**config.mk**
```make
export PLATFORM = sky130hd
export DESIGN_NAME = ps2_key_decoder_flat
export DESIGN_NICKNAME = d
export VERILOG_FILES = /design/src/rtl/ps2_key_decoder_if.sv /design/src/rtl/ps2_key_decoder.sv /design/src/flat_wrapper.sv
export SDC_FILE = /design/constraint.sdc
export NUM_CORES = 1
export LEC_CHECK = 0
export CAP_MARGIN = 25
export CORE_MARGIN = 3
export CORE_UTILIZATION = 52
export CTS_CLUSTER_SIZE = 8
export DETAILED_ROUTE_END_ITERATION = 6
export PLACE_DENSITY = 0.84
export SETUP_SLACK_MARGIN = 0.02
export SYNTH_ARGS = -nofsm -noshare
export SYNTH_HDL_FRONTEND = slang
export SYNTH_SLANG_ARGS = --single-unit
```
**constraint.sdc**
```tcl
create_clock -name i_clk -period 4.05 [get_ports i_clk]
set_clock_uncertainty 0.1 [all_clocks]
set_input_delay 0.6075 -clock i_clk [delete_from_list [all_inputs] [get_ports i_clk]]
set_output_delay 0.6075 -clock i_clk [all_outputs]
set_load 0.005 [all_outputs]
```
**src/rtl/ps2_key_decoder_if.sv**
```systemverilog
// Bundles the raw-byte side (ps2_if FIFO) and the decoded key-event side of the decoder.
// The decoder connects through the master modport and the surrounding logic through the slave modport.
interface ps2_key_decoder_if;
   logic       fifo_empty;
   logic [7:0] fifo_data;
   logic       fifo_rd;
   logic       evt_valid;
   logic       evt_ready;
   logic [7:0] evt_code;
   logic       evt_ext;
   logic       evt_brk;
   logic       evt_hit;
   logic [3:0] evt_idx;

   modport master (
      input  fifo_empty, fifo_data, evt_ready,
      output fifo_rd, evt_valid, evt_code, evt_ext, evt_brk, evt_hit, evt_idx
   );

   modport slave (
      output fifo_empty, fifo_data, evt_ready,
      input  fifo_rd, evt_valid, evt_code, evt_ext, evt_brk, evt_hit, evt_idx
   );
endinterface

```
**src/rtl/ps2_key_decoder.sv**
```systemverilog
// PS/2 set-2 scan-code decoder: turns raw bytes into {code, ext, brk} events.
// It also tracks the held state of a configured set of keys.
module ps2_key_decoder #(
   parameter int                    NUM_KEYS        = 8,
   parameter logic [NUM_KEYS*9-1:0] KEY_CODES       = {9'h076, 9'h05A, 9'h174, 9'h16B,
                                                       9'h175, 9'h023, 9'h01B, 9'h01C},
   parameter int                    EVT_DEPTH       = 4,
   parameter bit                    SUPPRESS_REPEAT = 1'b1
) (
   input  logic                i_clk,
   input  logic                i_rst,
   input  logic                i_flush,
   ps2_key_decoder_if.master   bus,
   output logic [NUM_KEYS-1:0] o_key_held
);

   localparam int              PW      = (EVT_DEPTH > 1) ? $clog2(EVT_DEPTH) : 1;
   localparam int              CW      = PW + 1;
   localparam logic [CW-1:0]   DEPTH_C = CW'(EVT_DEPTH);

   typedef enum logic [1:0] {
      S_IDLE  = 2'd0,
      S_EXT   = 2'd1,
      S_BRK   = 2'd2,
      S_PAUSE = 2'd3
   } state_t;

   state_t              r_state;
   state_t              w_state_nxt;
   logic                r_rd;
   logic                r_byte_vld;
   logic [7:0]          r_byte;
   logic [2:0]          r_cnt;
   logic [2:0]          w_cnt_nxt;
   logic                r_brk_ext;
   logic                w_brk_ext_nxt;
   logic [NUM_KEYS-1:0] r_key_held;
   logic [NUM_KEYS-1:0] w_held_nxt;

   logic                w_emit;
   logic                w_track;
   logic [7:0]          w_ev_code;
   logic                w_ev_ext;
   logic                w_ev_brk;
   logic                w_hit;
   logic [3:0]          w_idx;
   logic                w_held_hit;
   logic                w_push;
   logic                w_pop;
   logic                w_rd_nxt;
   logic [14:0]         w_ev_word;
   logic [14:0]         w_head;

   logic [14:0]         r_mem [EVT_DEPTH];
   logic [PW-1:0]       r_wptr;
   logic [PW-1:0]       r_rptr;
   logic [CW-1:0]       r_count;
   logic [CW-1:0]       w_count_nxt;
   logic                r_evt_valid;

   // Acknowledge, self-test and error bytes that never carry a key action
   function automatic logic is_ctrl_byte(input logic [7:0] b);
      case (b)
         8'hFA, 8'hAA, 8'hEE, 8'hFE, 8'h00, 8'hFF: is_ctrl_byte = 1'b1;
         default:                                  is_ctrl_byte = 1'b0;
      endcase
   endfunction

   // Prefix-sequence FSM: one step per decoded byte, produces the candidate event
   always_comb begin
      w_state_nxt   = r_state;
      w_cnt_nxt     = r_cnt;
      w_brk_ext_nxt = r_brk_ext;
      w_emit        = 1'b0;
      w_track       = 1'b0;
      w_ev_code     = r_byte;
      w_ev_ext      = 1'b0;
      w_ev_brk      = 1'b0;
      if (r_byte_vld) begin
         case (r_state)
            S_IDLE: begin
               if (r_byte == 8'hE0) begin
                  w_state_nxt = S_EXT;
               end else if (r_byte == 8'hF0) begin
                  w_state_nxt   = S_BRK;
                  w_brk_ext_nxt = 1'b0;
               end else if (r_byte == 8'hE1) begin
                  w_state_nxt = S_PAUSE;
                  w_cnt_nxt   = 3'd7;
               end else if (is_ctrl_byte(r_byte)) begin
                  w_state_nxt = S_IDLE;
               end else begin
                  w_emit  = 1'b1;
                  w_track = 1'b1;
               end
            end
            S_EXT: begin
               if (r_byte == 8'hF0) begin
                  w_state_nxt   = S_BRK;
                  w_brk_ext_nxt = 1'b1;
               end else if ((r_byte == 8'h12) || (r_byte == 8'h59)) begin
                  w_state_nxt = S_IDLE;
               end else begin
                  w_state_nxt = S_IDLE;
                  w_emit      = 1'b1;
                  w_track     = 1'b1;
                  w_ev_ext    = 1'b1;
               end
            end
            S_BRK: begin
               w_state_nxt = S_IDLE;
               w_emit      = 1'b1;
               w_track     = 1'b1;
               w_ev_ext    = r_brk_ext;
               w_ev_brk    = 1'b1;
            end
            S_PAUSE: begin
               w_cnt_nxt = r_cnt - 3'd1;
               if (r_cnt == 3'd1) begin
                  w_state_nxt = S_IDLE;
                  w_emit      = 1'b1;
                  w_ev_code   = 8'hE1;
                  w_ev_ext    = 1'b1;
               end else begin
                  w_state_nxt = S_PAUSE;
               end
            end
            default: begin
               w_state_nxt = S_IDLE;
            end
         endcase
      end else begin
         w_state_nxt = r_state;
      end
   end

   // Lowest-index match of {ext, code} against the key table
   always_comb begin
      w_hit      = 1'b0;
      w_idx      = 4'd0;
      w_held_hit = 1'b0;
      for (int i = 0; i < NUM_KEYS; i++) begin
         if (!w_hit && (KEY_CODES[9*i +: 9] == {w_ev_ext, w_ev_code})) begin
            w_hit      = 1'b1;
            w_idx      = 4'(i);
            w_held_hit = r_key_held[i];
         end else begin
            w_hit = w_hit;
         end
      end
   end

   // Held-state update happens even when the event itself is suppressed
   always_comb begin
      w_held_nxt = r_key_held;
      for (int i = 0; i < NUM_KEYS; i++) begin
         if (w_emit && w_track && w_hit && (w_idx == 4'(i))) begin
            w_held_nxt[i] = ~w_ev_brk;
         end else begin
            w_held_nxt[i] = r_key_held[i];
         end
      end
   end

   // Event FIFO bookkeeping and next-read decision; the read slot is reserved in advance
   always_comb begin
      w_push      = w_emit & ~(SUPPRESS_REPEAT & w_track & ~w_ev_brk & w_hit & w_held_hit);
      w_pop       = r_evt_valid & bus.evt_ready;
      w_count_nxt = r_count + CW'(w_push) - CW'(w_pop);
      w_rd_nxt    = ~bus.fifo_empty & ~r_rd & (w_count_nxt < DEPTH_C);
      w_ev_word   = {w_idx, w_hit, w_ev_brk, w_ev_ext, w_ev_code};
   end

   // State, byte capture, held keys and FIFO pointers
   always_ff @(posedge i_clk or negedge i_rst) begin
      if (!i_rst) begin
         r_state     <= S_IDLE;
         r_rd        <= 1'b0;
         r_byte_vld  <= 1'b0;
         r_byte      <= 8'h00;
         r_cnt       <= 3'd0;
         r_brk_ext   <= 1'b0;
         r_key_held  <= '0;
         r_wptr      <= '0;
         r_rptr      <= '0;
         r_count     <= '0;
         r_evt_valid <= 1'b0;
      end else if (i_flush) begin
         r_state     <= S_IDLE;
         r_rd        <= 1'b0;
         r_byte_vld  <= 1'b0;
         r_byte      <= 8'h00;
         r_cnt       <= 3'd0;
         r_brk_ext   <= 1'b0;
         r_key_held  <= '0;
         r_wptr      <= '0;
         r_rptr      <= '0;
         r_count     <= '0;
         r_evt_valid <= 1'b0;
      end else begin
         r_state     <= w_state_nxt;
         r_rd        <= w_rd_nxt;
         r_byte_vld  <= r_rd;
         r_byte      <= r_rd ? bus.fifo_data : r_byte;
         r_cnt       <= w_cnt_nxt;
         r_brk_ext   <= w_brk_ext_nxt;
         r_key_held  <= w_held_nxt;
         r_wptr      <= w_push ? (r_wptr + PW'(1)) : r_wptr;
         r_rptr      <= w_pop ? (r_rptr + PW'(1)) : r_rptr;
         r_count     <= w_count_nxt;
         r_evt_valid <= (w_count_nxt != '0);
      end
   end

   // Event storage
   always_ff @(posedge i_clk) begin
      if (w_push && !i_flush) begin
         r_mem[r_wptr] <= w_ev_word;
      end
   end

   // Head is masked so that every event output reads 0 whenever the FIFO is empty
   always_comb begin
      w_head = r_evt_valid ? r_mem[r_rptr] : 15'd0;
   end

   assign bus.fifo_rd   = r_rd;
   assign bus.evt_valid = r_evt_valid;
   assign bus.evt_code  = w_head[7:0];
   assign bus.evt_ext   = w_head[8];
   assign bus.evt_brk   = w_head[9];
   assign bus.evt_hit   = w_head[10];
   assign bus.evt_idx   = w_head[14:11];
   assign o_key_held    = r_key_held;

endmodule
```
**src/flat_wrapper.sv**
```systemverilog
// flat-port wrapper written by rule: the top's interface ports become plain ports
module ps2_key_decoder_flat 
#(
   parameter int                    NUM_KEYS        = 8,
   parameter logic [NUM_KEYS*9-1:0] KEY_CODES       = {9'h076, 9'h05A, 9'h174, 9'h16B,
                                                       9'h175, 9'h023, 9'h01B, 9'h01C},
   parameter int                    EVT_DEPTH       = 4,
   parameter bit                    SUPPRESS_REPEAT = 1'b1
)
  (i_clk, i_rst, i_flush, o_key_held, bus_fifo_empty, bus_fifo_data, bus_evt_ready, bus_fifo_rd, bus_evt_valid, bus_evt_code, bus_evt_ext, bus_evt_brk, bus_evt_hit, bus_evt_idx);
  ps2_key_decoder_if bus_i ();
  input  logic i_clk;
  input  logic i_rst;
  input  logic i_flush;
  output logic [NUM_KEYS-1:0] o_key_held;
  input wire logic [$bits(bus_i.fifo_empty)-1:0] bus_fifo_empty;
  input wire logic [$bits(bus_i.fifo_data)-1:0] bus_fifo_data;
  input wire logic [$bits(bus_i.evt_ready)-1:0] bus_evt_ready;
  output wire logic [$bits(bus_i.fifo_rd)-1:0] bus_fifo_rd;
  output wire logic [$bits(bus_i.evt_valid)-1:0] bus_evt_valid;
  output wire logic [$bits(bus_i.evt_code)-1:0] bus_evt_code;
  output wire logic [$bits(bus_i.evt_ext)-1:0] bus_evt_ext;
  output wire logic [$bits(bus_i.evt_brk)-1:0] bus_evt_brk;
  output wire logic [$bits(bus_i.evt_hit)-1:0] bus_evt_hit;
  output wire logic [$bits(bus_i.evt_idx)-1:0] bus_evt_idx;
  assign bus_i.fifo_empty = bus_fifo_empty;
  assign bus_i.fifo_data = bus_fifo_data;
  assign bus_i.evt_ready = bus_evt_ready;
  assign bus_fifo_rd = bus_i.fifo_rd;
  assign bus_evt_valid = bus_i.evt_valid;
  assign bus_evt_code = bus_i.evt_code;
  assign bus_evt_ext = bus_i.evt_ext;
  assign bus_evt_brk = bus_i.evt_brk;
  assign bus_evt_hit = bus_i.evt_hit;
  assign bus_evt_idx = bus_i.evt_idx;
  ps2_key_decoder #(.NUM_KEYS(NUM_KEYS), .KEY_CODES(KEY_CODES), .EVT_DEPTH(EVT_DEPTH), .SUPPRESS_REPEAT(SUPPRESS_REPEAT)) u_core (.i_clk(i_clk), .i_rst(i_rst), .i_flush(i_flush), .bus(bus_i), .o_key_held(o_key_held));
endmodule
```
==> results of run 1 <==
[timing repair]
item / in CTS / in global routing
endpoints found under the setup margin: 1 / 3
gates resized for setup: 1 / 10
buffers inserted: 0 / 1
pin swaps: 0 / 4
[worst max-delay path: stages (launching register included)]
cell and delay, ns:
dfrtp_1 0.39, or3b_4 0.41, o41a_1 0.43, a21oi_4 0.24, inv_4 0.09, mux2_4 0.33
o2111ai_4 0.13, o21ai_2 0.11, ha_1 0.27, inv_1 0.05, ha_1 0.14, inv_1 0.05
fa_1 0.37, xor2_1 0.16, xnor2_1 0.25, nor4b_2 0.23
[sequential cells by signal (all words and copies together) (netlist names)]
name                  flops
u_core.r_mem             56
u_core.r_cnt              3
u_core.bus.fifo_rd        1
u_core.r_state            2
u_core.bus.evt_valid      1
u_core.r_byte_vld         1
u_core.r_byte             8
u_core.r_count            3
u_core.o_key_held         8
u_core.r_wptr             2
u_core.r_brk_ext          1
u_core.r_rptr             2
[cells by family (layout without fill, tap and decap cells)]
kind of cell,count (synthesis),count (layout)
xor gates and xnor gates,4,4
adders and majority gates,9,9
and+or+nand+nor,130,130
other,1,1
muxes,29,29
buffers and inverters,41,100
DFF,88,88
AOI/OAI and AO/OA,58,58
[metal layers]
| layer | up-vias | part of all wire | routed length (µm) |
|---|---|---|---|
| met5 | - | 0 | 0 |
| met4 | 0 | 0.0090 | 86 |
| met3 | 9 | 0.044 | 421 |
| met2 | 75 | 0.53 | 5020 |
| met1 | 1578 | 0.42 | 4030 |
| li1 | 1470 | - | - |
[final cells by class]
type | count | share of cell area
clock buffers | 9 | 0.0231
clock inverters | 7 | 0.0112
inverters | 16 | 0.0117
multi-input cells | 231 | 0.353
flip-flops and latches | 88 | 0.464
well taps | 105 | 0.0245
repair buffers | 68 | 0.112
[how the worst max path moves through the flow]
stage                     start                 end  slack (ns)  depth (start not counted)
6_report       u_core.r_byte[2]  u_core.bus.fifo_rd        0.21                         15
5_1_grt        u_core.r_byte[2]  u_core.bus.fifo_rd       -0.01                         15
4_1_cts        u_core.r_byte[2]  u_core.bus.fifo_rd        0.05                         15
3_5_place_dp   u_core.r_byte[2]  u_core.bus.fifo_rd        0.02                         15
3_3_place_gp   u_core.r_byte[2]  u_core.bus.fifo_rd        0.15                         15
2_1_floorplan  u_core.r_byte[5]  u_core.r_mem[0][0]        0.23                          9
[per-stage QoR]
stage / total power [mW] / instances
finish: 2.25 / 524
global route: 2.38 / 524
CTS: 2.26 / 523
detailed placement: 1.69 / 507
global placement: 1.67 / 507
floorplan: 1.43 / 360
[where the power goes]
group | switching, mW | total, mW | internal (mW)
Sequential | 0.0988 | 1.11 | 1.01
Combinational | 0.231 | 0.558 | 0.327
Clock | 0.345 | 0.581 | 0.236
Total | 0.674 | 2.25 | 1.58
[cell usage after synthesis (4+ instances only)]
| library cell | number |
|---|---|
| a21oi_1 | 10 |
| clkbuf_1 | 19 |
| nor4_1 | 4 |
| nor2_1 | 31 |
| nor4b_1 | 5 |
| inv_1 | 14 |
| mux2i_1 | 11 |
| mux4_2 | 14 |
| ha_1 | 8 |
| a2111oi_0 | 4 |
| o21ai_0 | 6 |
| nor3b_1 | 5 |
| nand3_1 | 4 |
| and2_1 | 21 |
| a311oi_1 | 4 |
| and3_1 | 4 |
| nor3_1 | 7 |
| nand2_1 | 19 |
| dfrtp_1 | 32 |
| edfxtp_1 | 56 |
| nand2b_1 | 7 |
| nand3b_1 | 5 |
==> summary.md, run 1 <==
| Metric | Value |
|---|---|
| Post-layout min period | `approximately 3.8 ns` |
| GR met1 Demand/Resource | `0.265` |
| R2R setup slack | `0.21 ns` |
| Final setup margin | `0.207 ns` |
| Distinct cells, synth | `66` |
| Largest net degree at the start of global routing | `33` |
| Post-synthesis mux area share | `0.106` |
| Synthesis-stage register bit count | `slightly below 90` |
| Fin Hold WS | `0.432 ns` |
| Worst Tran Pin Value | `0.927 ns` |
| Clock sink count | `88` |
| Place WS | `around 0.025 ns` |
| Setup violators final | `0` |
| Core area | `~8300 µm²` |
| Fin. Hold Viols | `0` |
| Clock transition at path regs | `0.10 ns` |
| EDFF count, synth | `56` |
| Layout area overhead | `19.7%` |
| Hold Buf Count CTS | `0` |
| Num CTS Buffers | `9` |
| First-pass detailed-route iteration total | `5` |
| Critical path class | `flop to flop` |
| Cell count of the worst reg-to-reg path | `15` |
| Dominant cell type by area after synthesis | `edfxtp_1` |
| DP HPWL | `7000 µm` |
| Commonest non-fill, non-tap cell in the layout | `edfxtp_1` |
| CTS max path bufs | `2` |
| Register area | `2480 µm²` |
| Worst Hold Class | `flop to flop` |
| Antenna Nets Post-Route | `0` |
| GR Util met2 | `0.360` |
| Reg-to-Reg Start | `u_core.r_byte[2]` |
| Hold Path End | `u_core.r_brk_ext` |
| Sequential area share after synthesis | `0.555` |
| Fillers | `645` |
| Worst Path Arrival | `4.01 ns` |
| Ys flop type | `edfxtp_1` |
| M3 GR Usage | `0.0389` |
| Top cell type's share of synthesized area | `0.376` |
| Initial antenna violation count | `0` |
| DRC | `0` |
| Port bufs | `36` |
| Syn Inst Count | `360` |
| Initial Utilization | `0.539` |
| Tcrit/Tclk final | `0.949` |
| Gr ovfl total | `0` |
| Area occupied by multi-input gates | `1890 µm²` |
| Main combinational cell family by area after synthesis | `simple AND/OR/NAND/NOR gates` |
| Per-cell routed wire length | `18.2 µm` |
| Relative slew margins | `0.382` |
| Simple-Gate Fraction of Synth Area | `0.166` |
| NumNets Final | `between 400 and 500` |
| Reg-to-Reg End | `u_core.bus.fifo_rd` |
| Total global-route track usage | `0.205` |
| H-tree depth | `3` |
| Maximum vdd ir drop | `0.175 mV` |
| Syn_nets | `382` |
| DR vias | `3132` |
| Pins over their slew limit | `0` |
| Share of layout cells above drive strength 1 | `0.193` |
| Required time of the critical path | `4.22 ns` |
| Synth Area in XOR/XNOR | `0.00784` |
| Syn. warnings | `0` |
| Max Cap Viol | `0` |
| Pwr dens | `421 nW/µm²` |
| Die Height | `98.7 µm` |
| Synth Cell Area | `4470 µm²` |
| Placer Congestion | `approximately 0.93` |
| First-pass GRT wire length | `between 15000 and 20000 µm` |
| Synth area leaders | `edfxtp_1 (38%), dfrtp_1 (18%), mux4_2 (7.1%)` |
| Leak | `1.95 nW` |
| Root Buffer | `clkbuf_8` |
| Min-delay src | `u_core.r_brk_ext` |
| Design area | `between 5000 and 6000 µm²` |
| Initial DRC Count | `251` |
| ANT cells | `0` |
| Row Count | `33` |
| Skew-Pair Late Insertion Delay | `0.36 ns` |
| Area share of fa/ha/maj cells after synthesis | `0.0269` |
| Vias in the first global route | `3104` |
| IO Count | `38` |
| Startpoint types | `flop` |
| Area after DPL | `5110 µm²` |
| Final Core Density | `0.645` |
| Vias per cell | `around 6` |
| CTS tree | `built` |
| Hold Path Depth | `2` |
| Final wirelength | `~9600 µm` |
| Synth Area in Compound Gates | `0.0999` |
| Die area | `9750 µm²` |
| Die width | `about 100 µm` |
| Crit path max fanout | `6` |
| Fmax | `0.260 GHz` |
| Most Used Layer, Global Route | `met2` |
| Outcome | `complete, no violations` |
| CP Capture Type | `flop` |
| Setup TNS | `0 ns` |
| Commonest cells after routing, fill and taps aside | `edfxtp_1 (56), clkdlybuf4s50_1 (36), buf_4 (32), dfrtp_1 (32), nor2_1 (31)` |
| Post-synth ARST share | `0.364` |
| Synth Area per Inst | `12.4 µm²` |
Power figures use the tool's default switching activity.
==> run 2, diff against run 1 <==
--- a/config.mk
+++ b/config.mk
@@ -6,7 +6,7 @@
 export NUM_CORES = 1
 export LEC_CHECK = 0
 export CAP_MARGIN = 25
-export CORE_MARGIN = 3
+export CORE_MARGIN = 2
 export CORE_UTILIZATION = 52
 export CTS_CLUSTER_SIZE = 8
 export DETAILED_ROUTE_END_ITERATION = 6
==> summary.md, run 2 (synthesized netlist as in run 1, its figures left out) <==
| Metric | Value |
|---|---|
| Num CTS Buffers | `9 (unchanged)` |
| GR Util met2 | `0.366 (+0.00660)` |
| Port bufs | `36 (unchanged)` |
| Cell Chain, Critical Path | `or3b_1 -> o41a_1 -> a21oi_4 -> inv_2 -> mux2_2 -> o2111ai_1 -> o21ai_2 -> ha_1 -> inv_1 -> ha_1 -> inv_1 -> fa_1 -> xor2_1 -> xnor2_1 -> buf_4 -> a31oi_1` |
| Share of layout cells above drive strength 1 | `0.188 (-0.00582)` |
| Vias in the first global route | `3167 (+2.0%)` |
| Setup TNS | `0 ns (unchanged)` |
| GR met1 Demand/Resource | `0.281 (+0.0157)` |
| Startpoint types | `flop` |
| Die width | `96.7 µm (-2.0%)` |
| NumNets Final | `434 (-0.46%)` |
| Commonest cells after routing, fill and taps aside | `edfxtp_1 (56), clkdlybuf4s50_1 (36), nor2_1 (31), buf_4 (30), dfrtp_1 (30)` |
| Pwr dens | `439 nW/µm² (+4.3%)` |
| Maximum vdd ir drop | `0.218 mV (+25%)` |
| Pins over their slew limit | `0 (unchanged)` |
| Critical path class | `flop to flop` |
| Design Power | `2.34 mW (+4.0%)` |
| Worst Hold Class | `flop to flop` |
| Area occupied by multi-input gates | `1860 µm² (-1.7%)` |
| CTS tree | `built` |
| Layout area overhead | `19.5%` |
| Tcrit/Tclk final | `0.951 (+0.00152)` |
| Min-delay src | `u_core.r_brk_ext` |
| Outcome | `complete, no violations` |
| ANT cells | `0 (unchanged)` |
| Crit-path leading delay family | `compound AO/OA/AOI/OAI gates` |
| Slowest stage delay, CP | `0.42 ns (about the same)` |
| Per-cell routed wire length | `18.5 µm (+1.5%)` |
| DP HPWL | `6780 µm (-3.1%)` |
| Initial DRC Count | `180 (-28%)` |
| Post-layout min period | `3.85 ns (+0.00616 ns)` |
| Initial antenna violation count | `0 (unchanged)` |
| First-pass detailed-route iteration total | `4 (-1)` |
| Die Height | `96.7 µm (-2.0%)` |
| Row Count | `33 (unchanged)` |
| Slowest cell on crit path | `or3b_1` |
| Most Used Layer, Global Route | `met2` |
| Largest net degree at the start of global routing | `33 (unchanged)` |
| Fin. Hold Viols | `0 (unchanged)` |
| Gr ovfl total | `0 (unchanged)` |
| Setup violators final | `0 (unchanged)` |
| Initial Utilization | `0.541 (+0.00269)` |
| DR vias | `3120 (-0.38%)` |
| Root Buffer | `clkbuf_8` |
| CTS max path bufs | `2 (unchanged)` |
| Clock sink count | `88 (unchanged)` |
| M3 GR Usage | `0.0426 (+0.00371)` |
| Max FFs per register | `56 (unchanged)` |
| H-tree depth | `3 (unchanged)` |
| CP Capture Type | `flop` |
| First-pass GRT wire length | `16100 µm (+1.5%)` |
| Required time of the critical path | `4.19 ns (-0.03 ns)` |
| RSZ-0062 raised after global routing | `false` |
| IO Count | `38 (unchanged)` |
| Timing startpoint of the critical path | `u_core.r_byte[2]` |
| Register area | `2480 µm² (+0.10%)` |
| Max Cap Viol | `0 (unchanged)` |
| Reg-to-Reg Start | `u_core.r_byte[2]` |
| Top reg by flops | `u_core.r_mem` |
| Commonest non-fill, non-tap cell in the layout | `edfxtp_1` |
| Clock transition at path regs | `0.09 ns (about the same)` |
| Antenna Nets Post-Route | `0 (unchanged)` |
| CP bufs+invs | `4 (+1)` |
| Vias per cell | `5.99 (+0.19%)` |
| Final wirelength | `9640 µm (+0.93%)` |
| Hold Buf Count CTS | `0 (unchanged)` |
| Core area | `8260 µm² (-0.50%)` |
| Die area | `9350 µm² (-4.0%)` |
| DRC | `0 (unchanged)` |
| Skew-Pair Late Insertion Delay | `0.36 ns (about the same)` |
| Leak | `1.94 nW (-0.52%)` |
| Fmax | `0.260 GHz (-0.16%)` |
| Fillers | `652 (+1.1%)` |
| Relative slew margins | `0.537 (+0.155)` |
| Crit path max fanout | `6 (unchanged)` |
| Worst Tran Pin Value | `0.675 ns (-0.253 ns)` |
| Placer Congestion | `0.897 (-3.7%)` |
| Worst Path Arrival | `3.99 ns (-0.02 ns)` |
| Total global-route track usage | `0.218 (+0.0133)` |
run 2: repair_timing:
item | CTS | global route
setup buffers | 0 | 4
setup endpoints to repair | 0 | 3
gates resized for setup | 0 | 6
run 2: worst min-delay path, cell delays in order, from the launching register on:
cell and delay [ns]:
dfrtp_1 0.36, mux2i_1 0.07, nor2_1 0.08
run 2: final timing paths:
path                                   endpoint  slack (ns)  cells past startpoint
hold reg to reg                u_core.r_brk_ext        0.45                      2
hold / removal                 u_core.r_brk_ext        0.45                      2
min in group asynchronous       u_core.r_cnt[1]        0.53                      2
setup reg to reg           u_core.bus.evt_valid        0.20                     16
max in group asynchronous      u_core.r_byte[7]        2.99                      2
setup / recovery           u_core.bus.evt_valid        0.20                     16
run 2: cell type report:
cell class	count	area share
clock buffers	9	0.0232
clock inverters	6	0.0176
inverters	16	0.0112
multi-input cells	231	0.348
flip-flops and latches	88	0.465
well taps	105	0.0246
repair buffers	66	0.110
run 2: metrics by stage:
stage                     utilization  instance area (µm²)  hold WS (ns)  worst slack, ns  std cells
final                           0.647                 5340         0.449            0.200        521
after global routing            0.647                 5340         0.506          0.00945        521
after CTS                       0.640                 5290         0.444           0.0599        517
after detailed placement        0.614                 5070         0.429           0.0828        502
after global placement          0.614                 5070         0.411            0.190        502
after floorplan                     -                 4470         0.212            0.235        360
run 2: power breakdown:
group          internal [mW]  switching (mW)  total [mW]
combinational          0.333           0.243       0.576
sequential              1.01          0.0868        1.10
clock                  0.348           0.317       0.665
total                   1.70           0.647        2.34
run 2: per-layer routing:
layer,vias up,part of all wire
li1,1461,-
met1,1561,0.43
met2,84,0.51
met3,14,0.044
met4,0,0.016
met5,-,0
